**config.mk**
```make
export PLATFORM = sky130hd
export DESIGN_NAME = fetch_unit
export DESIGN_NICKNAME = d
export VERILOG_FILES = /design/src/rtl/fetch_pkg.sv /design/src/rtl/fetch_buf.sv /design/src/rtl/fetch_unit.sv
export SDC_FILE = /design/constraint.sdc
export NUM_CORES = 1
export LEC_CHECK = 0
export ABC_AREA = 1
export BUFFER_PORTS_ARGS = -buffer_cell sky130_fd_sc_hd__clkbuf_2
export CORE_MARGIN = 2
export CORE_UTILIZATION = 51
export DETAILED_ROUTE_END_ITERATION = 8
export PLACE_DENSITY = 0.82
export SETUP_SLACK_MARGIN = 0.1
export SLEW_MARGIN = 20
export SYNTH_ARGS = -nofsm -noshare
export SYNTH_HDL_FRONTEND = slang
export SYNTH_SLANG_ARGS = --single-unit
```
**constraint.sdc**
```tcl
create_clock -name clk -period 2 [get_ports clk]
set_clock_uncertainty 0.15 [all_clocks]
set_input_delay 0.5 -clock clk [delete_from_list [all_inputs] [get_ports clk]]
set_output_delay 0.5 -clock clk [all_outputs]
set_load 0.02 [all_outputs]
```
**src/rtl/fetch_pkg.sv**
```systemverilog
// Shared definitions for the instruction fetch stage: FSM state encoding,
// default reset/exception addresses and the PC step size.
package fetch_pkg;

  typedef enum logic [1:0] {
    ST_IDLE   = 2'd0,
    ST_REQ    = 2'd1,
    ST_FULL   = 2'd2,
    ST_HALTED = 2'd3
  } fetch_state_e;

  localparam logic [15:0] RESET_PC_DEF   = 16'h0000;
  localparam logic [15:0] EXC_VECTOR_DEF = 16'h0002;
  localparam logic [15:0] PC_INC         = 16'd2;

endpackage

```
**src/rtl/fetch_buf.sv**
```systemverilog
// One-entry holding register for a fetched instruction and its PC.
// Load has priority over clear; data/PC hold their value after a clear so
// the decode-side outputs never glitch when the entry is consumed.
module fetch_buf
  import fetch_pkg::*;
#(
  parameter int ADDR_W  = 16,
  parameter int INSTR_W = 16
) (
  input  logic               clk,
  input  logic               rst_n,
  input  logic               load_i,
  input  logic               clear_i,
  input  logic [INSTR_W-1:0] instr_i,
  input  logic [ADDR_W-1:0]  pc_i,
  output logic               valid_o,
  output logic [INSTR_W-1:0] instr_o,
  output logic [ADDR_W-1:0]  pc_o,
  output logic [ADDR_W-1:0]  pc2_o
);

  logic               valid_q;
  logic [INSTR_W-1:0] instr_q;
  logic [ADDR_W-1:0]  pc_q;

  // Buffer entry: capture on load, drop valid on clear, otherwise hold.
  always_ff @(posedge clk or negedge rst_n) begin
    if (!rst_n) begin
      valid_q <= 1'b0;
      instr_q <= '0;
      pc_q    <= '0;
    end else if (load_i) begin
      valid_q <= 1'b1;
      instr_q <= instr_i;
      pc_q    <= pc_i;
    end else if (clear_i) begin
      valid_q <= 1'b0;
    end else begin
      valid_q <= valid_q;
    end
  end

  assign valid_o = valid_q;
  assign instr_o = instr_q;
  assign pc_o    = pc_q;
  assign pc2_o   = pc_q + ADDR_W'(PC_INC);

endmodule

```
**src/rtl/fetch_unit.sv**
```systemverilog
// Instruction fetch stage: owns the PC, issues single-outstanding reads to
// instruction memory and hands one buffered instruction at a time to decode.
// Optional build macro FETCH_STALL_CNT_EN adds a saturating decode-stall
// cycle counter on port stall_cnt.
module fetch_unit
  import fetch_pkg::*;
#(
  parameter int                ADDR_W     = 16,
  parameter int                INSTR_W    = 16,
  parameter logic [ADDR_W-1:0] RESET_PC   = ADDR_W'(RESET_PC_DEF),
  parameter logic [ADDR_W-1:0] EXC_VECTOR = ADDR_W'(EXC_VECTOR_DEF)
) (
  input  logic               clk,
  input  logic               rst_n,
  output logic               imem_req,
  output logic [ADDR_W-1:0]  imem_addr,
  input  logic               imem_ack,
  input  logic [INSTR_W-1:0] imem_rdata,
  output logic               instr_valid,
  output logic [INSTR_W-1:0] instr,
  output logic [ADDR_W-1:0]  instr_pc,
  output logic [ADDR_W-1:0]  instr_pc2,
  input  logic               dec_ready,
  input  logic               redirect,
  input  logic [ADDR_W-1:0]  redirect_pc,
  input  logic               exception,
  input  logic               rti,
  input  logic               halt,
  output logic [ADDR_W-1:0]  epc,
  output logic               halted
`ifdef FETCH_STALL_CNT_EN
  ,
  output logic [15:0]        stall_cnt
`endif
);

  fetch_state_e      state_q, state_d;
  logic [ADDR_W-1:0] pc_q, pc_d;
  logic [ADDR_W-1:0] epc_q, epc_d;
  logic              kill_q, kill_d;
  logic              buf_load_s;
  logic              buf_clear_s;
  logic              buf_valid_s;
  logic              accept_s;

  assign accept_s = buf_valid_s & dec_ready;

  fetch_buf #(
    .ADDR_W  (ADDR_W),
    .INSTR_W (INSTR_W)
  ) u_buf (
    .clk     (clk),
    .rst_n   (rst_n),
    .load_i  (buf_load_s),
    .clear_i (buf_clear_s),
    .instr_i (imem_rdata),
    .pc_i    (pc_q),
    .valid_o (buf_valid_s),
    .instr_o (instr),
    .pc_o    (instr_pc),
    .pc2_o   (instr_pc2)
  );

  // State, PC, EPC and kill-flag registers.
  always_ff @(posedge clk or negedge rst_n) begin
    if (!rst_n) begin
      state_q <= ST_IDLE;
      pc_q    <= RESET_PC;
      epc_q   <= '0;
      kill_q  <= 1'b0;
    end else begin
      state_q <= state_d;
      pc_q    <= pc_d;
      epc_q   <= epc_d;
      kill_q  <= kill_d;
    end
  end

  // Next-state logic: fetch handshake, buffer control and redirect priority.
  always_comb begin
    state_d     = state_q;
    pc_d        = pc_q;
    epc_d       = epc_q;
    kill_d      = kill_q;
    buf_load_s  = 1'b0;
    buf_clear_s = 1'b0;
    case (state_q)
      ST_IDLE: begin
        state_d = ST_REQ;
      end
      ST_REQ: begin
        if (imem_ack) begin
          if (kill_q) begin
            // Stale response from before a redirect: drop it and refetch.
            kill_d = 1'b0;
          end else begin
            buf_load_s = 1'b1;
            pc_d       = pc_q + ADDR_W'(PC_INC);
            state_d    = ST_FULL;
          end
        end else if (accept_s && (redirect || exception || rti)) begin
          // Only reachable once prefetch lets decode accept during a request.
          kill_d = 1'b1;
        end else begin
          kill_d = kill_q;
        end
      end
      ST_FULL: begin
        if (accept_s) begin
          buf_clear_s = 1'b1;
          state_d     = ST_REQ;
          if (halt) begin
            state_d = ST_HALTED;
          end else if (exception) begin
            epc_d = instr_pc2;
            pc_d  = EXC_VECTOR;
          end else if (rti) begin
            pc_d = epc_q;
          end else if (redirect) begin
            pc_d = redirect_pc;
          end else begin
            pc_d = pc_q;
          end
        end else begin
          state_d = ST_FULL;
        end
      end
      ST_HALTED: begin
        state_d = ST_HALTED;
      end
      default: begin
        state_d = ST_IDLE;
      end
    endcase
  end

  assign imem_req    = (state_q == ST_REQ);
  assign imem_addr   = pc_q;
  assign instr_valid = buf_valid_s;
  assign epc         = epc_q;
  assign halted      = (state_q == ST_HALTED);

`ifdef FETCH_STALL_CNT_EN
  logic [15:0] stall_cnt_q;

  // Saturating count of cycles where decode holds off a valid instruction.
  always_ff @(posedge clk or negedge rst_n) begin
    if (!rst_n) begin
      stall_cnt_q <= 16'd0;
    end else if (state_q == ST_HALTED) begin
      stall_cnt_q <= 16'd0;
    end else if (buf_valid_s && !dec_ready && (stall_cnt_q != 16'hFFFF)) begin
      stall_cnt_q <= stall_cnt_q + 16'd1;
    end else begin
      stall_cnt_q <= stall_cnt_q;
    end
  end

  assign stall_cnt = stall_cnt_q;
`endif

endmodule
```
Yosys cells after proc, flatten, opt, wreduce, memory -nomap -nowiden:

Index checks and enable logic that the tools add are counted.
W data, S select, Z words.

* bits in registers: 68
* bits of input ports: 40
* logic and storage cells: 52

* add/sub/neg operators: 2
* eq/ne operators: 8
* mux-type cells: 22
* bitwise gates (word level): 2
* reduce and logical (&&, ||, !) cells: 11

Operators by type and width (number)
* $mux W16: 7
* $add A16 B2 Y16 const B: 2
* $pmux W16 S2: 1
* $mux W1: 9
* $mux W2: 4
* $pmux W2 S4: 1
* $ne A2 B2 Y1 const B: 3
* $reduce_and A6 Y1: 1
* $reduce_bool A2 Y1: 3
* $eq A2 B2 Y1 const B: 2
* $ne A4 B4 Y1 const B: 1
* $reduce_and A2 Y1: 2
* $reduce_and A4 Y1: 1
* $eq A2 B1 Y1 const B: 1
* $logic_not A2 Y1: 1
* $logic_or A1 B1 Y1: 2
* $ne A2 B1 Y1 const B: 1
* $and A1 B1 Y1: 1
* $logic_and A1 B1 Y1: 1
* $not A1 Y1: 1

Depth between registers and ports, before layout:

* word-level depth: 6
* mapped depth: 10

Cells and area by module:

A second synthesis with hierarchy kept.

* cell total of the unflattened synthesis: 490
* area, all modules: 3792.4 µm²

By module, submodules not included
* fetch_unit: times used 1, cells an instance 287, area each 2204.6 µm², sequential area each 875.8 µm²
* fetch_buf: times used 1, cells an instance 203, area each 1587.8 µm², sequential area each 825.8 µm²

Least setup slack after synthesis:

OpenSTA, ideal clock, no wires.

* path type: register -> output
* from: reg u_buf.pc_q[1] (netlist: u_buf.pc_o[1])
* to: out instr_pc2[9]
* data arrival time: 1507 ps
* data required time: 1350 ps
* setup slack: -157 ps
* stages on the path, launching flop included: 6
* path buffers: 0
* cells stage by stage: dfrtp_1 -> ha_1 -> nand2_1 -> nor2_1 -> nand2_1 -> xnor2_1

* word-level cells in the longest chain between the ends: 1

Ends and longest elaborated chain
* start: declaration: line fetch_buf.sv:24 `logic [ADDR_W-1:0] pc_q;`
* start signal: assignment: line fetch_buf.sv:35 `pc_q <= pc_i;`
* $add A16 B2 Y16: line fetch_buf.sv:46 `assign pc2_o = pc_q + ADDR_W'(PC_INC);`
* end: declaration: line fetch_unit.sv:22 `output logic [ADDR_W-1:0] instr_pc2,`

No other way between the ends.

Final worst setup path:

* from: reg u_buf.pc_q[2] (netlist: u_buf.pc_o[2])
* to: out instr_pc2[11]

The elaborated chain is that of the path after synthesis.

==> report_table.html <==
<table>
<tr><th>Metric</th><th>Value</th></tr>
<tr><th colspan="2">Run status</th></tr>
<tr><td>Outcome</td><td>finished with violations</td></tr>
<tr><td>Failing checks</td><td>setup timing</td></tr>
<tr><th colspan="2">Drt</th></tr>
<tr><td>Total Wirelength</td><td>14800 µm</td></tr>
<tr><td>Total vias in the final route</td><td>4300</td></tr>
<tr><td>Post-DR wirelength/cell</td><td>20.2 µm</td></tr>
<tr><td>Post-detailed-route DRC marker count</td><td>0</td></tr>
<tr><td>Number of nets with antenna violations after detailed routing</td><td>0</td></tr>
<tr><td>Count of routing violations after the opening detailed-route iteration</td><td>597</td></tr>
<tr><td>First-pass iteration count of the detailed router</td><td>6</td></tr>
<tr><td>Routed vias/inst</td><td>5.86</td></tr>
<tr><th colspan="2">Yosys</th></tr>
<tr><td>Post-synthesis sequential area ratio</td><td>46.3%</td></tr>
<tr><td>Cell type with the highest aggregate area in the netlist</td><td>dfrtp_1</td></tr>
<tr><td>Most instantiated cells after synthesis</td><td>nand2_1 (107), dfrtp_1 (68), nor2_1 (56), inv_1 (44), o21ai_0 (42)</td></tr>
<tr><td>Count leader, synth</td><td>nand2_1</td></tr>
<tr><td>Number of synthesized register bits</td><td>68</td></tr>
<tr><td>Number of warnings issued by yosys</td><td>0</td></tr>
<tr><td>Synthesized net count</td><td>504</td></tr>
<tr><td>Synth cell types</td><td>31</td></tr>
<tr><td>Mapped Area</td><td>3680 µm²</td></tr>
<tr><td>Area fraction of the dominant cell type after synthesis</td><td>46.3%</td></tr>
<tr><td>Number of instances in the synthesized netlist</td><td>457</td></tr>
<tr><td>Mean instance size in the synthesized netlist</td><td>8.05 µm²</td></tr>
<tr><td>Number of synthesized flops with an enable pin</td><td>0</td></tr>
<tr><td>Most area-consuming cells after synthesis</td><td>dfrtp_1 (46%), nand2_1 (11%), nor2_1 (5.7%), o21ai_0 (5.7%), mux2_2 (5.2%)</td></tr>
<tr><td>Flip-flop cell with the highest count after synthesis</td><td>dfrtp_1</td></tr>
<tr><td>Async set-or-reset flop fraction in the synthesized netlist</td><td>100%</td></tr>
<tr><th colspan="2">Die</th></tr>
<tr><td>Effective utilization at floorplan</td><td>53.6%</td></tr>
<tr><td>Core area</td><td>6870 µm²</td></tr>
<tr><td>Total Die Area</td><td>7910 µm²</td></tr>
<tr><td>I/O pin total</td><td>123</td></tr>
<tr><td>Chip Width</td><td>88.9 µm</td></tr>
<tr><td>Cell row count</td><td>30</td></tr>
<tr><td>Overall die height</td><td>88.9 µm</td></tr>
<tr><th colspan="2">STA</th></tr>
<tr><td>Achievable frequency</td><td>409 MHz</td></tr>
<tr><td>Summed negative setup slack over all endpoints</td><td>-4.31 ns</td></tr>
<tr><td>Clock period minus final worst setup slack</td><td>2.45 ns</td></tr>
<tr><td>Worst slew slack as a fraction of its limit</td><td>62.2%</td></tr>
<tr><td>Hold Fails Final Rpt</td><td>0</td></tr>
<tr><td>Max-slew violation count</td><td>0</td></tr>
<tr><td>Worst-margin pin slew</td><td>0.567 ns</td></tr>
<tr><td>Setup-violating endpoint count in the final report</td><td>13</td></tr>
<tr><td>Share of the clock period used by the worst path after layout</td><td>122%</td></tr>
<tr><td>Unrepaired setup endpoints after global routing</td><td>yes</td></tr>
<tr><td>Final Hold Slack</td><td>0.229 ns</td></tr>
<tr><td>Worst setup margin</td><td>-0.446 ns</td></tr>
<tr><th colspan="2">Placed design</th></tr>
<tr><td>Last weighted congestion value of the routability-driven placer</td><td>0.960</td></tr>
<tr><td>Area after detailed placement</td><td>4580 µm²</td></tr>
<tr><td>Detailed-placement wirelength estimate</td><td>8000 µm</td></tr>
<tr><td>Buffers on Ports</td><td>122</td></tr>
<tr><th colspan="2">Worst setup path</th></tr>
<tr><td>Required time worst endpoint</td><td>1.35 ns</td></tr>
<tr><td>Critical Path AT</td><td>1.80 ns</td></tr>
<tr><td>CP Capture Type</td><td>output port</td></tr>
<tr><td>Worst reg2reg setup slack</td><td>0.02 ns</td></tr>
<tr><td>End of the worst register-to-register path</td><td>epc[11]$_DFFE_PN0P_</td></tr>
<tr><td>Top fanout value on the critical path</td><td>5</td></tr>
<tr><td>Worst flop-to-flop path startpoint</td><td>u_buf.pc_o[2]$_DFFE_PN0P_</td></tr>
<tr><td>Startpoint-to-endpoint class of the critical path</td><td>reg2out</td></tr>
<tr><td>Worst reg2reg path depth</td><td>11</td></tr>
<tr><td>Critical path launch point type</td><td>flop</td></tr>
<tr><th colspan="2">CTS</th></tr>
<tr><td>CTS H-Tree Depth</td><td>3</td></tr>
<tr><td>Number of buffers on the longest clock path</td><td>2</td></tr>
<tr><td>Later-pin clock latency in the skew report</td><td>0.35 ns</td></tr>
<tr><td>Number of sinks driven by the clock tree</td><td>68</td></tr>
<tr><td>TritonCTS clock tree</td><td>built</td></tr>
<tr><td>Clock Root Buffer</td><td>clkbuf_8</td></tr>
<tr><td>Number of buffers created by CTS</td><td>9</td></tr>
<tr><td>Clock slew at the register clock pins of the worst setup and hold paths</td><td>0.09 ns</td></tr>
<tr><th colspan="2">Layout</th></tr>
<tr><td>Area of the multi-input gates</td><td>2040 µm²</td></tr>
<tr><td>Area growth from synthesis to layout</td><td>52.7%</td></tr>
<tr><td># fillers</td><td>374</td></tr>
<tr><td>Post-layout utilization of the core</td><td>81.8%</td></tr>
<tr><td>Area of all sequential standard cells</td><td>1710 µm²</td></tr>
<tr><td>Net count, final</td><td>680</td></tr>
<tr><td>Count of inserted antenna diode cells</td><td>0</td></tr>
<tr><td>Total non-filler cell area in the finished layout</td><td>5620 µm²</td></tr>
<tr><td>Share of layout cells above drive strength 1</td><td>45.0%</td></tr>
<tr><th colspan="2">Global routing</th></tr>
<tr><td>Initial antenna violation count</td><td>0</td></tr>
<tr><td>First-pass GRT wire length</td><td>19100 µm</td></tr>
<tr><td>Via count of the first global-routing pass</td><td>3968</td></tr>
<tr><td>Maximum number of pins on one net before global-route repair</td><td>31</td></tr>
<tr><td>Congestion Overflow GR</td><td>0</td></tr>
<tr><td>GRT Resource Usage Total</td><td>31.9%</td></tr>
<tr><th colspan="2">Job</th></tr>
<tr><td>Max Cap Viol</td><td>0</td></tr>
<tr><th colspan="2">Hold path</th></tr>
<tr><td>Hold worst-path end</td><td>u_buf.instr_o[15]$_DFFE_PN0P_</td></tr>
<tr><td>Startpoint of the most critical hold path</td><td>imem_rdata[15]</td></tr>
<tr><td>Worst Hold Depth</td><td>2</td></tr>
<tr><td>Worst hold path type</td><td>in2reg</td></tr>
<tr><th colspan="2">Power and ir drop</th></tr>
<tr><td>VDD IR max</td><td>0.486 mV</td></tr>
<tr><td>Power per Cell Area</td><td>532 nW/µm²</td></tr>
<tr><td>Reported leakage power</td><td>0.00304 µW</td></tr>
</table>
==> stage by stage <==
stage               setup WS (ns)  power, µW  std cells
floorplan                  0.0600       1470        457
global placement           0.0301       1560        682
detailed placement        -0.0117       1570        682
CTS                        -0.305       2960        725
global route               -0.495       3060        734
finish                     -0.446       2990        734
==> sequential cells by signal, summed over array words and instances, names as in the netlist <==
signal / count
epc: 16
imem_addr: 16
kill_q: 1
state_q: 2
u_buf.instr_o: 16
u_buf.pc_o: 16
u_buf.valid_o: 1
==> area by class of cell <==
type / instances / share of cell area [%]
multi-input combinational: 326 / 36.4
inverter: 48 / 3.43
timing repair buffer: 180 / 23.1
sequential: 68 / 30.5
tap: 96 / 2.14
clock buffer: 10 / 2.45
clock inverter: 6 / 1.98
==> report_power, final <==
part           total, µW  leakage (µW)  internal [µW]  switching, µW
Sequential          1380      0.000814           1370           1.01
Clock               1440      0.000122            862            573
Combinational        176       0.00210           66.0            110
==> cells in the final DEF, fill, tap and decap left out, types with 3 or more instances in the layout <==
master	instances
a21oi_1	9
a21oi_2	8
and2_4	3
buf_12	3
buf_4	39
buf_6	17
buf_8	6
bufinv_16	3
clkbuf_2	104
clkbuf_8	17
dfrtp_1	59
dfrtp_2	9
ha_4	5
inv_1	37
inv_2	10
mux2_2	17
nand2_1	98
nand2_2	4
nand2_4	5
nand3_1	27
nand3_4	3
nand4_1	10
nor2_1	46
nor2_2	6
nor2_4	8
nor3_1	9
o21ai_0	41
o21ai_1	3
xor2_2	4
==> metal layers <==
layer | share of wire [%] | vias up | track usage [%]
li1 | - | 1834 | -
met1 | 33 | 1955 | 38.6
met2 | 47 | 393 | 54.3
met3 | 12 | 118 | 7.39
met4 | 7.9 | 0 | 14.8
met5 | 0 | - | 0
==> worst max-delay path: stages (launching register included) <==
cell and delay, ns:
dfrtp_2 0.41, ha_4 0.16, nand2_4 0.07, nor2_4 0.16, nand2_4 0.10, o21bai_1 0.23
and2_4 0.18, clkbuf_8 0.13
==> how the worst max path moves through the flow <==
stage / cells after the start / slack [ns] / to / startpoint
6_report: 7 / -0.45 / instr_pc2[11] / u_buf.pc_o[2]$_DFFE_PN0P_
5_1_grt: 7 / -0.50 / instr_pc2[15] / u_buf.pc_o[7]$_DFFE_PN0P_
4_1_cts: 7 / -0.30 / instr_pc2[11] / u_buf.pc_o[1]$_DFFE_PN0P_
3_5_place_dp: 7 / -0.01 / instr_pc2[13] / u_buf.pc_o[2]$_DFFE_PN0P_
3_3_place_gp: 7 / 0.03 / instr_pc2[13] / u_buf.pc_o[2]$_DFFE_PN0P_
2_1_floorplan: 4 / 0.06 / instr_pc2[7] / u_buf.pc_o[1]$_DFFE_PN0P_
==> logic make-up after synthesis <==
group / Yosys count / synth area share [%]
AOI/OAI and AO/OA: 69 / 10.8
xor gates and xnor gates: 9 / 2.14
muxes: 17 / 5.20
and+or+nand+nor: 224 / 26.2
adders and majority gates: 7 / 2.38
buffers and inverters: 63 / 7.04
DFF: 68 / 46.3
==> what timing repair did <==
action                     in CTS  in global routing
resized for setup              72                 59
cloned                          1                  0
hold buffers                    1                  0
hold endpoints to repair       10                  0
pin swaps                      22                  9
setup endpoints to repair      37                 47
buffers inserted               25                 11
Note: power is estimated with default switching activity, not from simulation.
